--- config.mk ---
export PLATFORM = sky130hd
export DESIGN_NAME = sequence_pattern_generator
export DESIGN_NICKNAME = d
export VERILOG_FILES = /design/src/rtl/sequence_pattern_generator.sv
export SDC_FILE = /design/constraint.sdc
export NUM_CORES = 1
export LEC_CHECK = 0
export ABC_AREA = 0
export BUFFER_PORTS_ARGS = -buffer_cell sky130_fd_sc_hd__buf_4
export CORE_MARGIN = 2
export CORE_UTILIZATION = 47
export CTS_CLUSTER_DIAMETER = 100
export CTS_CLUSTER_SIZE = 30
export DETAILED_ROUTE_END_ITERATION = 10
export PLACE_DENSITY = 0.66
export RECOVER_POWER = 50
export SKIP_LAST_GASP = 1
export SYNTH_ARGS = -nofsm -noshare
export SYNTH_HDL_FRONTEND = slang
export SYNTH_SLANG_ARGS = --single-unit
--- constraint.sdc ---
create_clock -name clk -period 2.4 [get_ports clk]
set_clock_uncertainty 0.2 [all_clocks]
set_input_delay 0.36 -clock clk [delete_from_list [all_inputs] [get_ports clk]]
set_output_delay 0.36 -clock clk [all_outputs]
set_load 0.02 [all_outputs]
--- src/rtl/sequence_pattern_generator.sv ---
// ============================================================================
// sequence_pattern_generator: FIFO-fed 4-bit word serializer, MSB first.
// Flags bit 0 of words 0111/1001/1110 and counts completed words.
// Revision: 1.0
// ============================================================================
`default_nettype none

module sequence_pattern_generator #(
  parameter int DEPTH = 4,
  parameter int CNT_W = 8
) (
  input  logic             clk,
  input  logic             rst_n,
  input  logic             in_valid,
  input  logic [3:0]       in_data,
  output logic             in_ready,
  input  logic             flush,
  output logic             out,
  output logic             out_valid,
  output logic             expect_dec,
  output logic             busy,
  output logic [CNT_W-1:0] sent_cnt
);

  localparam int AW = $clog2(DEPTH);
  localparam logic [AW:0]    c_ptr_one = (AW+1)'(1);
  localparam logic [CNT_W-1:0] c_cnt_one = CNT_W'(1);

  typedef enum logic [0:0] {
    S_IDLE  = 1'b0,
    S_SHIFT = 1'b1
  } state_t;

  state_t      r_state, w_state_nxt;
  logic [1:0]  r_idx, w_idx_nxt, w_idx_m1;
  logic [3:0]  r_shreg, w_shreg_nxt;
  logic [3:0]  r_mem [DEPTH];
  logic [AW:0] r_wptr, r_rptr;
  logic [3:0]  w_head;
  logic        w_empty, w_full, w_push, w_pop, w_done;
  logic        w_out_nxt, w_valid_nxt, w_dec_nxt;

  function automatic logic f_match(input logic [3:0] w);
    return (w == 4'b0111) || (w == 4'b1001) || (w == 4'b1110);
  endfunction

  // Pointers carry an extra wrap bit so full and empty are distinguishable.
  assign w_empty  = (r_wptr == r_rptr);
  assign w_full   = (r_wptr[AW] != r_rptr[AW]) && (r_wptr[AW-1:0] == r_rptr[AW-1:0]);
  assign in_ready = ~w_full & ~flush & rst_n;
  assign w_push   = in_valid & in_ready;
  assign w_head   = r_mem[r_rptr[AW-1:0]];
  assign busy     = out_valid | ~w_empty;
  assign w_idx_m1 = r_idx - 2'd1;

  always_comb begin
    w_state_nxt = r_state;
    w_idx_nxt   = r_idx;
    w_shreg_nxt = r_shreg;
    w_pop       = 1'b0;
    w_done      = 1'b0;
    w_out_nxt   = 1'b0;
    w_valid_nxt = 1'b0;
    w_dec_nxt   = 1'b0;
    if (flush) begin
      w_state_nxt = S_IDLE;
      w_idx_nxt   = 2'd3;
    end else begin
      case (r_state)
        S_IDLE: begin
          if (!w_empty) begin
            w_pop       = 1'b1;
            w_shreg_nxt = w_head;
            w_idx_nxt   = 2'd3;
            w_state_nxt = S_SHIFT;
            w_out_nxt   = w_head[3];
            w_valid_nxt = 1'b1;
          end
        end
        S_SHIFT: begin
          if (r_idx != 2'd0) begin
            w_idx_nxt   = w_idx_m1;
            w_out_nxt   = r_shreg[w_idx_m1];
            w_valid_nxt = 1'b1;
            w_dec_nxt   = (w_idx_m1 == 2'd0) && f_match(r_shreg);
          end else begin
            w_done    = 1'b1;
            w_idx_nxt = 2'd3;
            if (!w_empty) begin
              w_pop       = 1'b1;
              w_shreg_nxt = w_head;
              w_out_nxt   = w_head[3];
              w_valid_nxt = 1'b1;
            end else begin
              w_state_nxt = S_IDLE;
            end
          end
        end
        default: begin
          w_state_nxt = S_IDLE;
          w_idx_nxt   = 2'd3;
        end
      endcase
    end
  end

  always_ff @(posedge clk) begin
    if (w_push) r_mem[r_wptr[AW-1:0]] <= in_data;
  end

  always_ff @(posedge clk or negedge rst_n) begin
    if (!rst_n) begin
      r_wptr <= '0;
      r_rptr <= '0;
    end else if (flush) begin
      r_rptr <= r_wptr;
    end else begin
      if (w_push) r_wptr <= r_wptr + c_ptr_one;
      if (w_pop)  r_rptr <= r_rptr + c_ptr_one;
    end
  end

  always_ff @(posedge clk or negedge rst_n) begin
    if (!rst_n) begin
      r_state    <= S_IDLE;
      r_idx      <= 2'd3;
      r_shreg    <= 4'd0;
      out        <= 1'b0;
      out_valid  <= 1'b0;
      expect_dec <= 1'b0;
      sent_cnt   <= '0;
    end else begin
      r_state    <= w_state_nxt;
      r_idx      <= w_idx_nxt;
      r_shreg    <= w_shreg_nxt;
      out        <= w_out_nxt;
      out_valid  <= w_valid_nxt;
      expect_dec <= w_dec_nxt;
      if (w_done) sent_cnt <= sent_cnt + c_cnt_one;
    end
  end

endmodule

`default_nettype wire

==> results_dict.tcl, run 1 <==
set metrics [dict create \
    clock-sinks 39 \
    gp_congestion 0.746 \
    ys_ff_latch 39 \
    comb_power_share_pct 37.1 \
    fin_crit_sh_pct 94.8 \
    status "completed" \
    peakVddDrop_v 0.000565 \
    utilization_pct 56.5 \
    port_buffers 20 \
    syn_nets 159 \
    synth_top_cell_by_area "dfrtp_1" \
    fmax_ghz 0.440 \
    die_height_um 67.7 \
    design.die.area_mm2 0.00458 \
    post-route-min-period_ps 2280 \
    clock_latency_ps 290 \
    pin_count 21 \
    synthAdderAreaFrac_pct 5.25 \
    post_drt_wl_per_cell_um 15.6 \
    critical-path-top-delay-family "flip-flops" \
    r2r_start "r_rptr[0]$_DFFE_PN0P_" \
    grt_pass1_vias 1161 \
    grt_pass1_wl_um 5510 \
    seq_power_share_pct 41.1 \
    syn2layout_area_growth_pct 16.9 \
    rrSetupSlack_ps 420 \
    hold_violations 0 \
    syn_area_mm2 0.00191 \
    synth_xor_area_share_pct 6.83 \
    synth-simple-area-share_pct 13.0 \
    clockPowerShare_pct 21.8 \
    grt_antenna_before_repair 0 \
    hpwl_um 2530 \
    holdWs_ps 134 \
    internal_power_mw 1.60 \
    synthTopCellsByCount "21 x dfrtp_1, 16 x edfxtp_1" \
    slowest_stage "dfrtp_1" \
    grt.overflow.total 0 \
    drv_cap 0 \
    grt_max_degree 25 \
    avgSynthCellArea_um2 13.3 \
    async_flop_share_pct 59.0 \
    ys_warn_count 0 \
    cts_setup_buffers 0 \
    antenna_cells 0 \
    holdPathStages 1 \
    floorplan.rows 23 \
    arrival_ps 1720 \
    synth.most_common_cell "dfrtp_1" \
    critPathKind "reg -> out" \
    detail-route-antenna-nets 0 \
    clk_root_buffer_cell "clkbuf_8" \
    maxSlewHeadroom_pct 73.4 \
    coreArea_mm2 0.00394 \
    netlist_instances 143 \
    firstDrtPassIters 4 \
    rr_worst_depth 4 \
    start_util_pct 48.3 \
    met2_length_um 1760 \
    final-max-slew-violation-count 0 \
    routed_via_density 5.39 \
    cp.required_ps 1840 \
    synth_top_family_by_area "simple AND/OR/NAND/NOR gates" \
    cpPeakStageDelay_ps 530 \
    numCtsBuffers 5 \
    min_to "r_mem[3][2]$_DFFE_PP_" \
    worstPathMaxFanout 10 \
    cts_tree "built" \
    critPathLaunchType "register" \
    setup_viol 0 \
    hold_start "in_data[2]" \
    m1WireLength_um 1510 \
    nNetsFinal 188 \
    post_synth_num_cell_types 39 \
    hp-class "in -> reg" \
    cp_num_buf_inv 1 \
    track_usage_pct 16.9 \
    highest_layer "met4" \
    switching_power_mw 0.905 \
    clockBufferDepth 2 \
    clk_pin_slew_worst_paths_ps 80 \
    sw_frac_of_total_pct 36.1 \
    pwr_density_cell_mw_per_mm2 1130 \
    num_vias 1202 \
    synth_seq_area_share_pct 55.5 \
    path_cells "xnor2_4 > and3_1 > nand2_1 > buf_4" \
    drc 0 \
    max_slew.worst_pin.slew_ps 399 \
    synth_area_leaders "dfrtp_1 28%, edfxtp_1 25%, mux4_2 5.9%" \
    synth_edf_count 16 \
    fp.dieW_um 67.7 \
    p_leak_nw 0.934 \
    synthMuxAreaShare_pct 8.86 \
    drtIter0Drc 20 \
    rsz0062_at_grt "no" \
    wirelength_um 3470 \
    synth-compound-area-share_pct 7.68 \
    htree_levels 2 \
    tns_ps 0 \
    reg2reg_to "r_shreg[0]$_DFFE_PN0P_" \
    end_kind "primary output" \
    synth_top_area_share_pct 27.6 \
    drive_above_1_share_pct 22.5 \
    synth_flop_cell "dfrtp_1" \
    met3_wirelength_um 153 \
]
worst max-delay path by stage:
stage | slack (ps) | from | to | depth (start not counted)
floorplan | 460 | r_rptr[0]$_DFFE_PN0P_ | busy | 5
global placement | 350 | r_rptr[1]$_DFFE_PN0P_ | busy | 4
detailed placement | 290 | r_rptr[1]$_DFFE_PN0P_ | busy | 4
CTS | 60 | r_rptr[0]$_DFFE_PN0P_ | busy | 5
global route | 7 | r_rptr[1]$_DFFE_PN0P_ | busy | 4
finish | 120 | r_rptr[1]$_DFFE_PN0P_ | busy | 4
registers in the layout, indices dropped and copies added, names as in the netlist:
name / count
r_rptr: 3
out: 1
sent_cnt: 8
r_wptr: 3
r_idx: 2
expect_dec: 1
r_shreg: 4
r_state: 1
r_mem: 16
power by group through the flow:
stage               Clock, mW  Combinational [mW]  Sequential (mW)
floorplan                   0               0.738            0.977
global placement            0               0.904             1.02
detailed placement          0               0.936             1.04
CTS                     0.563               0.962             1.04
global route            0.597                1.03             1.06
finish                  0.547               0.932             1.03
repair_timing:
action                                 4_1_cts  5_1_grt
hold buffers                                 1        0
setup endpoints to repair                    2        1
endpoints found under the hold margin       21        0
resized for setup                            1        1
kinds of logic (layout without fill, tap and decap cells):
kind of cell,Yosys count,count (layout)
adder cells (fa/ha/maj),8,8
buffers and inverters,12,42
XOR/XNOR,14,14
AND/OR/NAND/NOR,45,45
AO/OA/AOI/OAI,15,15
flip-flops,39,39
multiplexers,10,10
per-stage QoR:
| step | worst slack (ps) | total power, mW | cell area, um^2 | std cells |
|---|---|---|---|---|
| finish | 125 | 2.51 | 2230 | 223 |
| CTS | 56.5 | 2.56 | 2260 | 223 |
| global placement | 350 | 1.93 | 2130 | 214 |
| global route | 7.34 | 2.69 | 2230 | 223 |
| floorplan | 458 | 1.71 | 1910 | 143 |
| detailed placement | 286 | 1.97 | 2130 | 214 |
cell usage in the layout, fill, tap and decap left out, types with 3 or more instances in the layout:
cell type,Yosys,layout
nand2_1,8,8
clkbuf_1,1,10
nor3_1,4,4
nor2_1,7,7
dfrtp_1,21,20
xnor2_1,8,8
edfxtp_1,16,16
nand3_1,3,3
inv_1,8,8
buf_4,2,15
mux4_2,5,5
nand4_1,5,5
and3_1,4,4
ha_1,8,8
nand3b_1,3,3
clkbuf_8,0,5
mux2_2,5,5
and2_1,3,3
xor2_1,5,5
worst reg2reg max path: cells and delay by family (launching register included):
family	cells	cell delay (ps)
flops	1	500
compound gates	1	440
xor+xnor	1	160
buf+inv	1	190
mux	1	380
per-layer routing:
metal | track usage (%) | vias up
met2 | 29.4 | 25
met3 | 5.50 | 5
met4 | 6.89 | 0
met5 | 0 | -
met1 | 19.0 | 592
li1 | - | 580
cell type report:
class | count | area (um^2)
flip-flops and latches | 39 | 1060
well taps | 50 | 62.6
multi-input cells | 92 | 805
repair buffers | 26 | 160
clock inverters | 3 | 42.5
inverters | 8 | 30.0
fillers | 354 | 1710
clock buffers | 5 | 68.8
Power figures use the tool's default switching activity.
==> run 2, diff against run 1 <==
==> constraint.sdc (replaced) <==
create_clock -name clk -period 2.75 [get_ports clk]
set_clock_uncertainty 0.2 [all_clocks]
set_input_delay 0.4125 -clock clk [delete_from_list [all_inputs] [get_ports clk]]
set_output_delay 0.4125 -clock clk [all_outputs]
set_load 0.02 [all_outputs]
==> results_dict.tcl, run 2 (synthesized netlist as in run 1, its figures left out) <==
set metrics [dict create \
    status "completed" \
    hold_violations 0 \
    fillCellCount 345 \
    rsz0062_at_grt "no" \
    peakVddDrop_v 0.000399 \
    num_vias 1196 \
    pwr_density_cell_mw_per_mm2 990 \
    dp_cells 213 \
    end_kind "primary output" \
    detail-route-antenna-nets 0 \
    post_drt_wl_per_cell_um 15.2 \
    clock_latency_ps 290 \
    fp.dieW_um 67.7 \
    worstPathMaxFanout 10 \
    maxSlewHeadroom_pct 55.4 \
    placed_area_mm2 0.00212 \
    antenna_cells 0 \
    final_cell_count_no_fill 222 \
    cts_tree "built" \
    final_area_mm2 0.00220 \
    final-max-slew-violation-count 0 \
    coreArea_mm2 0.00394 \
    fmax_ghz 0.408 \
    final_common_cell "dfrtp_1" \
    pin_count 21 \
    syn2layout_area_growth_pct 15.7 \
    drive_above_1_share_pct 20.9 \
    grt_max_degree 25 \
    wirelength_um 3360 \
    seq_power_share_pct 40.6 \
    floorplan.rows 23 \
    nNetsFinal 187 \
    sw_frac_of_total_pct 35.8 \
    grt_antenna_before_repair 0 \
    port_buffers 20 \
    comb_power_share_pct 37.7 \
    drc 0 \
    grt_pass1_vias 1242 \
    start_util_pct 48.3 \
    final_cell_mix "21 x dfrtp_1, 16 x edfxtp_1, 13 x buf_4, 11 x clkbuf_1" \
    clk_pin_slew_worst_paths_ps 80 \
    die_height_um 67.7 \
    clk_root_buffer_cell "clkbuf_8" \
    gr-max-usage-layer "met2" \
    setup_viol 0 \
    fin_crit_sh_pct 89.1 \
    regArea_mm2 0.00106 \
    drv_cap 0 \
    firstDrtPassIters 4 \
    clockBufferDepth 2 \
    arrival_ps 1840 \
    clockPowerShare_pct 21.7 \
    use_met1_pct 20.6 \
    critPathLaunchType "register" \
    cp.required_ps 2140 \
    post-route-min-period_ps 2450 \
    met2_usage_pct 29.3 \
    drtIter0Drc 51 \
    critPathKind "reg -> out" \
    max_slew.worst_pin.slew_ps 670 \
    gr-usage-met3_pct 4.50 \
    routed_via_density 5.39 \
    hpwl_um 2500 \
    p_leak_nw 0.924 \
    hp-class "in -> reg" \
    gp_congestion 0.803 \
    numCtsBuffers 5 \
    htree_levels 2 \
    largest_reg_flops 16 \
    track_usage_pct 17.5 \
    internal_power_mw 1.40 \
    switching_power_mw 0.781 \
    clock-sinks 39 \
    grt.overflow.total 0 \
    multi_input_area_um2 793 \
    tns_ps 0 \
    design.die.area_mm2 0.00458 \
    grt_pass1_wl_um 5740 \
]
run 2: cell count changes in the layout (fill, tap and decap cells not counted):
| cell | change |
|---|---|
| xnor2_2 | +1 |
| dfrtp_2 | -1 |
| xnor2_4 | -1 |
| buf_4 | -2 |
| clkbuf_1 | +1 |
| dfrtp_1 | +1 |
run 2: final timing paths:
| check | cells after the start | endpoint | startpoint | slack (ps) |
|---|---|---|---|---|
| worst max-delay path | 4 | busy | r_rptr[1]$_DFFE_PN0P_ | 300 |
| worst min-delay path | 1 | r_mem[3][0]$_DFFE_PP_ | in_data[0] | 200 |
| worst max register to register | 3 | r_mem[3][0]$_DFFE_PP_ | r_rptr[0]$_DFFE_PN0P_ | 630 |
| worst min register to register | 1 | sent_cnt[7]$_DFFE_PN0P_ | sent_cnt[7]$_DFFE_PN0P_ | 280 |
| max in group asynchronous | 3 | r_idx[0]$_DFFE_PN1P_ | rst_n | 1490 |
| min in group asynchronous | 3 | out$_DFF_PN0_ | rst_n | 570 |
run 2: layout make-up:
class	count	area share (%)
Sequential cell	39	48.0
Clock inverter	3	1.93
Clock buffer	5	3.12
Multi-Input combinational cell	92	36.0
Tap cell	50	2.84
Timing Repair Buffer	25	6.75
Inverter	8	1.36
run 2: critical path, cell delays in order, from the launching register on:
cell and delay (ps):
dfrtp_1 500, xnor2_2 510, and3_1 310, nand2_1 70
buf_4 150
run 2: per-stage QoR:
step	power (mW)	hold slack (ps)	util, %	worst slack, ps
detailed placement	1.73	255	53.9	639
floorplan	1.50	-83.1	-	756
global route	2.34	203	55.9	202
CTS	2.22	115	57.0	298
finish	2.18	195	55.9	300
global placement	1.69	246	53.9	650
run 2: power by group through the flow:
stage	clock (mW)	sequential [mW]	combinational, mW
floorplan	0	0.853	0.644
global placement	0	0.894	0.800
detailed placement	0	0.904	0.830
CTS	0.489	0.893	0.838
global route	0.516	0.915	0.906
finish	0.474	0.887	0.822
run 2: repair_timing:
item	CTS	global route
buffers inserted	0	0
gates resized for setup	0	0
endpoints found under the hold margin	21	0
hold buffers	1	0
run 2: metal layers:
metal / vias to the layer above / routed length (um)
li1: 581 / -
met1: 582 / 1460
met2: 25 / 1670
met3: 8 / 155
met4: 0 / 79
met5: - / 0
==> run 3, diff against run 2 <==
--- a/config.mk
+++ b/config.mk
@@ -13,7 +13,7 @@
 export CTS_CLUSTER_SIZE = 30
 export DETAILED_ROUTE_END_ITERATION = 10
 export PLACE_DENSITY = 0.66
-export RECOVER_POWER = 50
+export RECOVER_POWER = 100
 export SKIP_LAST_GASP = 1
 export SYNTH_ARGS = -nofsm -noshare
 export SYNTH_HDL_FRONTEND = slang
==> results_dict.tcl, run 3 (synthesized netlist as in run 1, its figures left out) <==
set metrics [dict create \
    clock_latency_ps 290 \
    status "completed" \
    cts_tree "built" \
    detail-route-antenna-nets 0 \
    firstDrtPassIters 5 \
    grt_pass1_vias 1242 \
    hpwl_um 2500 \
    clk_root_buffer_cell "clkbuf_8" \
    syn2layout_area_growth_pct 12.3 \
    track_usage_pct 17.5 \
    htree_levels 2 \
    final_common_cell "dfrtp_1" \
    cts_setup_buffers 0 \
    start_util_pct 48.3 \
    tns_ps 0 \
    cts-resized-gates 0 \
    post-place-ws_ps 639 \
    numCtsBuffers 5 \
    nNetsFinal 187 \
    pwr_density_cell_mw_per_mm2 975 \
    critPathKind "in -> out" \
    post-route-min-period_ps 2510 \
    clockBufferDepth 2 \
    post_drt_wl_per_cell_um 15.2 \
    ctsHoldBuffers 1 \
    clock-sinks 39 \
    die_height_um 67.7 \
    drc 0 \
    pin_count 21 \
    setup_ws_ps 236 \
    coreArea_mm2 0.00394 \
    design.die.area_mm2 0.00458 \
    port_buffers 20 \
    grt_pass1_wl_um 5740 \
    grt_max_degree 25 \
    hp-class "in -> reg" \
    maxSlewHeadroom_pct 24.2 \
    arrival_ps 1900 \
    num_vias 1203 \
    cp.required_ps 2140 \
    grt.overflow.total 0 \
    largest_reg_flops 16 \
    critPathLaunchType "input port" \
    gp_congestion 0.803 \
    end_kind "primary output" \
    hold_violations 0 \
    routed_via_density 5.42 \
    antenna_cells 0 \
    drv_cap 0 \
    rsz0062_at_grt "no" \
    peakVddDrop_v 0.000399 \
    fin_crit_sh_pct 91.4 \
    drive_above_1_share_pct 13.4 \
    fmax_ghz 0.398 \
    fp.dieW_um 67.7 \
    grt_antenna_before_repair 0 \
    floorplan.rows 23 \
    worstPathMaxFanout 24 \
    final_cell_mix "21 x dfrtp_1, 20 x clkbuf_1, 16 x edfxtp_1" \
    max_slew.worst_pin.slew_ps 1130 \
    p_leak_nw 0.882 \
    clk_pin_slew_worst_paths_ps 70 \
    final-max-slew-violation-count 0 \
    drtIter0Drc 37 \
    setup_viol 0 \
    wirelength_um 3380 \
]
==> run 3: worst paths after layout <==
check | cells after the start | startpoint | to | slack (ps)
min | 1 | in_data[0] | r_mem[3][0]$_DFFE_PP_ | 200
max in group asynchronous | 3 | rst_n | r_idx[0]$_DFFE_PN1P_ | 1490
max reg2reg | 3 | r_rptr[0]$_DFFE_PN0P_ | r_mem[3][0]$_DFFE_PP_ | 290
max | 5 | rst_n | in_ready | 240
min in group asynchronous | 3 | rst_n | out$_DFF_PN0_ | 570
min reg2reg | 1 | sent_cnt[7]$_DFFE_PN0P_ | sent_cnt[7]$_DFFE_PN0P_ | 280
==> run 3: stage by stage <==
step / power [mW] / std cells / hold WS, ps / instance area [um^2] / utilization (%)
floorplan: 1.50 / 143 / -83.1 / 1910 / -
finish: 2.09 / 222 / 195 / 2140 / 54.3
detailed placement: 1.73 / 213 / 255 / 2120 / 53.9
CTS: 2.22 / 222 / 115 / 2250 / 57.0
global route: 2.24 / 222 / 203 / 2140 / 54.3
global placement: 1.69 / 213 / 246 / 2120 / 53.9
==> run 3: layout make-up <==
class,instances,area (um^2)
inverters,8,30.0
well taps,50,62.6
multi-input cells,92,763
clock inverters,3,42.5
flip-flops and latches,39,1060
repair buffers,25,115
clock buffers,5,68.8
fillers,359,1800
==> run 3: worst max-delay path, stage by stage <==
cell and delay, ps:
dlygate4sd3_1 520, clkbuf_1 180, buf_4 340, and3_1 210, clkbuf_1 230
==> run 3: report_power, final <==
part	leakage, nW	switching, mW	internal [mW]	total (mW)
Clock	0.0562	0.203	0.270	0.474
Combinational	0.393	0.377	0.352	0.729
Sequential	0.432	0.159	0.725	0.884
Total	0.882	0.740	1.35	2.09
==> run 3: layer usage <==
metal | global-route usage [%] | up-vias | share of wire, %
met2 | 29.3 | 27 | 50
met5 | 0 | - | 0
li1 | - | 581 | -
met3 | 4.50 | 8 | 4.9
met1 | 20.6 | 587 | 43
met4 | 9.44 | 0 | 2.3
